==> config.mk <==
export PLATFORM = sky130hd
export DESIGN_NAME = fc_arbiter
export DESIGN_NICKNAME = d
export VERILOG_FILES = /design/src/rtl/fc_arbiter.sv
export SDC_FILE = /design/constraint.sdc
export NUM_CORES = 1
export LEC_CHECK = 0
export BUFFER_PORTS_ARGS = -buffer_cell sky130_fd_sc_hd__buf_2
export CORE_ASPECT_RATIO = 1.1
export CORE_UTILIZATION = 34
export DETAILED_ROUTE_END_ITERATION = 12
export PLACE_DENSITY = 0.67
export SLEW_MARGIN = 20
export SYNTH_ARGS = -nofsm -noshare
export SYNTH_HDL_FRONTEND = slang
export SYNTH_SLANG_ARGS = --single-unit
export TNS_END_PERCENT = 30
==> constraint.sdc <==
create_clock -name clk -period 2 [get_ports clk]
set_input_delay 0.1 -clock clk [delete_from_list [all_inputs] [get_ports clk]]
set_output_delay 0.1 -clock clk [all_outputs]
set_load 0.005 [all_outputs]
==> src/rtl/fc_arbiter.sv <==
// Two-port command arbiter and sequencer for the flash controller: round-robin grants on fc_done,
// immediate consumption of zero-length requests, idle scratch command and a sticky watchdog.
module fc_arbiter #(
    parameter logic [32:0] IDLE_CMD = 33'h1_0000_3F81,
    parameter logic [19:0] TIMEOUT  = 20'd1_000_000
) (
    input  logic        clk,
    input  logic        rst,
    input  logic        r0_req,
    input  logic [32:0] r0_cmd,
    output logic        r0_ack,
    output logic        r0_done,
    input  logic        r1_req,
    input  logic [32:0] r1_cmd,
    output logic        r1_ack,
    output logic        r1_done,
    output logic [32:0] fc_cmd,
    input  logic        fc_done,
    output logic        busy,
    output logic        owner,
    output logic        err
);
    localparam logic [1:0] S_BOOT     = 2'd0;
    localparam logic [1:0] S_RUN_REQ  = 2'd1;
    localparam logic [1:0] S_RUN_IDLE = 2'd2;

    logic [1:0]  r_state;
    logic [32:0] r_fc_cmd;
    logic [1:0]  r_ack;
    logic [1:0]  r_done;
    logic        r_owner;
    logic        r_last;
    logic [19:0] r_wd_cnt;
    logic        r_err;

    logic [1:0]  w_req;
    logic [32:0] w_cmd [2];
    logic [1:0]  w_zero;
    logic [1:0]  w_elig;
    logic [1:0]  w_ack_next;
    logic [1:0]  w_done_next;
    logic        w_grant_valid;
    logic        w_grant_id;
    logic [19:0] w_wd_next;

    assign w_req    = {r1_req, r0_req};
    assign w_cmd[0] = r0_cmd;
    assign w_cmd[1] = r1_cmd;

    // A requester still holds req during its ack cycle, so that cycle must not be seen as a new request.
    generate
        for (genvar gi = 0; gi < 2; gi++) begin : g_port
            assign w_zero[gi] = w_req[gi] && (w_cmd[gi][6:0] == 7'd0) && !r_ack[gi];
            assign w_elig[gi] = w_req[gi] && (w_cmd[gi][6:0] != 7'd0) && !r_ack[gi];
            assign w_ack_next[gi]  = w_zero[gi]
                                   | (fc_done && w_grant_valid && (w_grant_id == 1'(gi)));
            assign w_done_next[gi] = w_zero[gi]
                                   | (fc_done && (r_state == S_RUN_REQ) && (r_owner == 1'(gi)));
        end
    endgenerate

    always_comb begin
        w_grant_valid = 1'b0;
        w_grant_id    = 1'b0;
        if (w_elig == 2'b11) begin
            w_grant_valid = 1'b1;
            w_grant_id    = ~r_last;
        end else if (w_elig[0]) begin
            w_grant_valid = 1'b1;
            w_grant_id    = 1'b0;
        end else if (w_elig[1]) begin
            w_grant_valid = 1'b1;
            w_grant_id    = 1'b1;
        end
    end

    always_comb begin
        if (fc_done)
            w_wd_next = 20'd0;
        else if (r_wd_cnt == 20'hF_FFFF)
            w_wd_next = r_wd_cnt;
        else
            w_wd_next = r_wd_cnt + 20'd1;
    end

    always_ff @(posedge clk) begin
        if (rst) begin
            r_state  <= S_BOOT;
            r_fc_cmd <= IDLE_CMD;
            r_ack    <= 2'b00;
            r_done   <= 2'b00;
            r_owner  <= 1'b0;
            r_last   <= 1'b1;
            r_wd_cnt <= 20'd0;
            r_err    <= 1'b0;
        end else begin
            r_ack    <= w_ack_next;
            r_done   <= w_done_next;
            r_wd_cnt <= w_wd_next;
            if (w_wd_next == TIMEOUT)
                r_err <= 1'b1;
            if (fc_done) begin
                if (w_grant_valid) begin
                    r_fc_cmd <= w_cmd[w_grant_id];
                    r_owner  <= w_grant_id;
                    r_last   <= w_grant_id;
                    r_state  <= S_RUN_REQ;
                end else begin
                    r_fc_cmd <= IDLE_CMD;
                    r_state  <= S_RUN_IDLE;
                end
            end
        end
    end

    assign fc_cmd  = r_fc_cmd;
    assign r0_ack  = r_ack[0];
    assign r1_ack  = r_ack[1];
    assign r0_done = r_done[0];
    assign r1_done = r_done[1];
    assign busy    = (r_state == S_RUN_REQ);
    assign owner   = r_owner;
    assign err     = r_err;
endmodule
# Yosys cells after proc, flatten, opt, wreduce, memory -nomap -nowiden

Cells that the tools add are included.
Widths: inputs -> output; s select.

Word-level logic and storage cells: 55
Register bits: 62
Input port bits: 71
Output and inout port bits: 40

Equal/unequal tests: 4
Mux-type cells: 12
Add/sub/neg operators: 1
Bitwise logic cells: 8
Order comparisons: 1
Reduce and logical (&&, ||, !) cells: 21

Operators by type and width:

| operator              | number |
|---|---|
| $mux 33               | 4 |
| $eq 20x20->1 const B  | 2 |
| $mux 20               | 2 |
| $add 20x1->20 const B | 1 |
| $logic_and 1x1->1     | 14 |
| $logic_not 7->1       | 2 |
| $reduce_bool 7->1     | 2 |
| $mux 1                | 5 |
| $or 1x1->1            | 4 |
| $not 1->1             | 3 |
| $eq 2x1->1 const B    | 1 |
| $eq 2x2->1 const B    | 1 |
| $ge 2x2->1 const B    | 1 |
| $logic_not 1->1       | 2 |
| $mux 2                | 1 |
| $not 1->2             | 1 |
| $reduce_and 2->1      | 1 |

# Depth between registers and ports, before layout

Depth in word-level cells: 11
Depth in mapped cells: 8

# Least setup slack after synthesis

No wires, ideal clock.

Path kind: register to register
Start point: reg r_wd_cnt[0]
End point: reg r_err (netlist: err)
Slack: -0.244 ns
Data arrival time: 2.156 ns
Cell stages (with the launch flop): 8
Required time: 1.912 ns
Cells stage by stage: dfxtp_1 > ha_1 > nand2_1 > or3_4 > or3_4 > a221oi_2 > o2111ai_1 > o32ai_2

Cells in the longest elaborated chain, start to end: 4

RTL lines:

| element                                              | line   | RTL |
|---|---|---|
| start: declaration                                   | 33     | `logic [19:0] r_wd_cnt;` |
| start signal: assignment                             | 99     | `r_wd_cnt <= w_wd_next;` |
| $add 20x1->20 / $eq 20x20->1 (equally long branches) | 83, 80 |  |
| $mux 20 *                                            | 80     | `else if (r_wd_cnt == 20'hF_FFFF)` |
| $mux 20 *                                            | 78     | `if (fc_done)` |
| $eq 20x20->1 *                                       | 100    | `if (w_wd_next == TIMEOUT)` |
| end signal: assignment                               | 95     | `r_err <= 1'b0;` |
| end signal: assignment                               | 101    | `r_err <= 1'b1;` |
| end: declaration                                     | 34     | `logic r_err;` |

Every way passes the cells marked *; elsewhere a longest branch is shown, timed or not.
A chain may end at the register's enable or synchronous reset.

# Worst setup path in the final report

Start point: reg r_wd_cnt[6]
End point: reg r_err (netlist: err)

Same word-level chain as after synthesis.

==> key figures <==
Status
  – Outcome: finished, violations left
  – Violated checks: negative setup slack

Timing
  – Setup ws final: -0.0775 ns
  – Fin crit share: 1.04
  – Final Hold Fails: 0
  – Clk_skew: 0.0102 ns
  – RSZ-0062 raised after global routing: true
  – Final setup viols: 2
  – Final slew viol count: 0
  – Min Tclk post-route: 2.08 ns
  – Max Fclk: 0.481 GHz
  – Tightest Pin Transition: 0.523 ns
  – Slew HR: 0.649

Synth
  – Synthesized instance count: 310
  – YS warnings: 0
  – Post-synthesis mux area share: 0.00725
  – Post-Synth Adder-Cell Area: 0.00453
  – Register bit total from synthesis: 62
  – Mapped Area: about 2800 um^2
  – Ys flop type: dfxtp_1
  – Syn_nets: 382
  – Most area-hungry cell type in the Yosys netlist: dfxtp_1
  – Simple-Gate Fraction of Synth Area: 0.228
  – Area share of the largest cell type after synthesis: 0.449
  – Syn Area/Cell: slightly below 9 um^2
  – Ranking of synthesized cells by area: dfxtp_1, a222oi_1, nor2_1, a21oi_1, nand3_1
  – Sequential area share after synthesis: 0.449
  – Post-synth EDFFs: 0
  – Xor/xnor share of the synthesized area: 0.0444
  – Combinational family with the most area after synthesis: simple AND/OR/NAND/NOR gates
  – Synth unique cells: 48
  – Compound-Gate Fraction of Synth Area: 0.226
  – Post-synth ARST share: 0

Floorplanning
  – Die area: 8490 um^2
  – Die Y: about 97 um
  – Die W: 87.9 um
  – Initial Utilization: 0.349
  – Core outline area: 7910 um^2
  – IO Pins: 111
  – # rows: 34

Power and ir drop
  – Sw Share: 0.251
  – Maximum vdd drop: between 500 and 600 uV
  – Clock network fraction of design power: 0.419
  – Leak: 0.00206 uW
  – Combinational power share: 0.134
  – Total power: roughly 3000 uW
  – Switching power: 740 uW
  – P_int: approximately 2200 uW
  – Flop pwr share: 0.447
  – Pwr dens: ~650 nW/um^2

Cells and area
  – Reg area: 1260 um^2
  – Most frequent cells in the layout: buf_2, buf_4, nor2_1, dfxtp_1, dlygate4sd3_1
  – Fillers: 695
  – Layout cells sized above 1: 0.445
  – Area of the multi-input gates: 1530 um^2
  – N_diodes: 0
  – Layout area overhead: 63.3%
  – NumNets Final: 575
  – Most common cell after layout, fill and taps aside: buf_2

Drt
  – 1st-iter DRT viols: 242
  – WL per Instance: between 10 and 15 um
  – Via/cell ratio: roughly 5.3
  – Final WL: 9.05 mm
  – Post-route ant nets: 0
  – DR pass1 iterations: 8
  – Residual DRC: 0
  – Via Count: about 3200

Setup path
  – Worst-path cell chain: nand4_1, buf_4, or3_4, or3_4, a221oi_4, o2111ai_2, o32ai_2
  – CP most frequent cell: or3_4
  – CP arrival: 2.34 ns
  – Critical path class: reg2reg
  – Setup slack, reg-to-reg: -0.08 ns
  – CP max stage cell: or3_4
  – Worst setup SP type: flip-flop
  – CP required: 2.26 ns
  – Slowest stage delay, CP: 0.36 ns
  – Worst-path maximum fanout: 4
  – CP Capture Type: flip-flop

Clocking
  – Clk sinks: 62
  – Num CTS Buffers: 9
  – Root buffer cell: clkbuf_8
  – CTS clk-pin slew, worst paths: around 0.07 ns
  – H-tree levels: 3
  – CTS Buffer Depth: 2
  – TritonCTS clock tree: built
  – Worst skew pair latency: 0.35 ns

Global routing
  – Initial antenna violation count: 0
  – GRT overflow: 0
  – Gr usage total: 0.217
  – Vias in the first global route: between 3000 and 4000
  – Largest net degree at the start of global routing: 42
  – First-pass GRT wire length: between 10 and 15 mm

Placed design
  – GP Congestion: around 0.9
  – Pre-CTS setup slack: -0.145 ns
  – Port Buffers: 110
  – Post-DP HPWL: 5.94 mm

Run
  – Max cap viols: 0

Hold path
  – Worst hold path type: in2reg
## synth_stat cells (3+ instances only)
cell / number
a21oi_1: 14
dfxtp_1: 62
buf_2: 7
xor2_1: 6
or2_2: 4
nand4_1: 4
nor2_1: 58
or3_1: 3
o22ai_1: 7
nand3_1: 14
a222oi_1: 24
a211oi_1: 3
a31oi_1: 3
o21ai_0: 5
nor3_1: 5
nor4_1: 8
nand2_1: 14
o21bai_1: 7
xnor2_1: 8
inv_1: 4
clkbuf_1: 13
## area by class of cell
| type | instances | area share |
|---|---|---|
| flip-flops and latches | 62 | 0.279 |
| clock inverters | 7 | 0.0214 |
| well taps | 108 | 0.0300 |
| clock buffers | 9 | 0.0275 |
| multi-input cells | 222 | 0.339 |
| repair buffers | 203 | 0.298 |
| inverters | 5 | 0.00416 |
## flip-flops by register name (all words and copies together), names as in the netlist
| signal | flops |
|---|---|
| r_last | 1 |
| r_ack | 2 |
| r_done | 2 |
| r_state | 2 |
| r_wd_cnt | 20 |
| err | 1 |
| owner | 1 |
| fc_cmd | 33 |
## worst max-delay path, delay by kind of cell, from the launching register on
family | cells | cell delay, ns
AND/OR/NAND/NOR | 3 | 0.80
AO/OA/AOI/OAI | 3 | 0.69
flip-flops | 1 | 0.34
buffers and inverters | 1 | 0.17
## path summary, 6_finish.rpt
check,from,end,cells after the start
setup / recovery,r_wd_cnt[6],err,7
hold / removal,r0_cmd[23],fc_cmd[23],3
setup reg to reg,r_wd_cnt[6],err,7
hold reg to reg,r_state[0],r_state[0],1
## layer usage
| metal | share of wire | vias to the layer above | GRT usage |
|---|---|---|---|
| met5 | 0 | - | 0 |
| met4 | 0.028 | 0 | 0.0929 |
| met3 | 0.063 | 27 | 0.0510 |
| met2 | 0.50 | 142 | 0.378 |
| met1 | 0.41 | 1512 | 0.254 |
| li1 | - | 1553 | - |
## metrics by stage
step                std cells   util  TNS, ns  instance area (um^2)  hold WS, ns
global placement          567  0.488    -1.99                  3860        0.335
detailed placement        567  0.488    -2.87                  3860        0.350
global route              616  0.570   -0.347                  4510       0.0106
CTS                       610  0.555  -0.0338                  4390     0.000209
finish                    616  0.570  -0.0862                  4510       0.0127
floorplan                 310      -        0                  2790        0.250
## power by group through the flow
stage,registers (uW),logic (uW),clock network [uW]
floorplan,1350,163,0
finish,1320,397,1240
global route,1330,435,1310
global placement,1350,344,0
detailed placement,1350,352,0
CTS,1320,393,1260
## cell families (layout without fill, tap and decap cells)
group,after synthesis,after routing
and+or+nand+nor,127,127
adders and majority gates,1,1
AOI/OAI and AO/OA,78,78
xor gates and xnor gates,14,14
DFF,62,62
muxes,2,2
buffers and inverters,26,224
## timing repair
item / in CTS / in global routing
gates cloned: 0 / 1
setup buffers: 0 / 5
hold buffers: 27 / 0
hold endpoints to repair: 18 / 0
resized for setup: 10 / 14
setup endpoints to repair: 2 / 6
pin swaps: 9 / 9
Note: power is estimated with default switching activity, not from simulation.
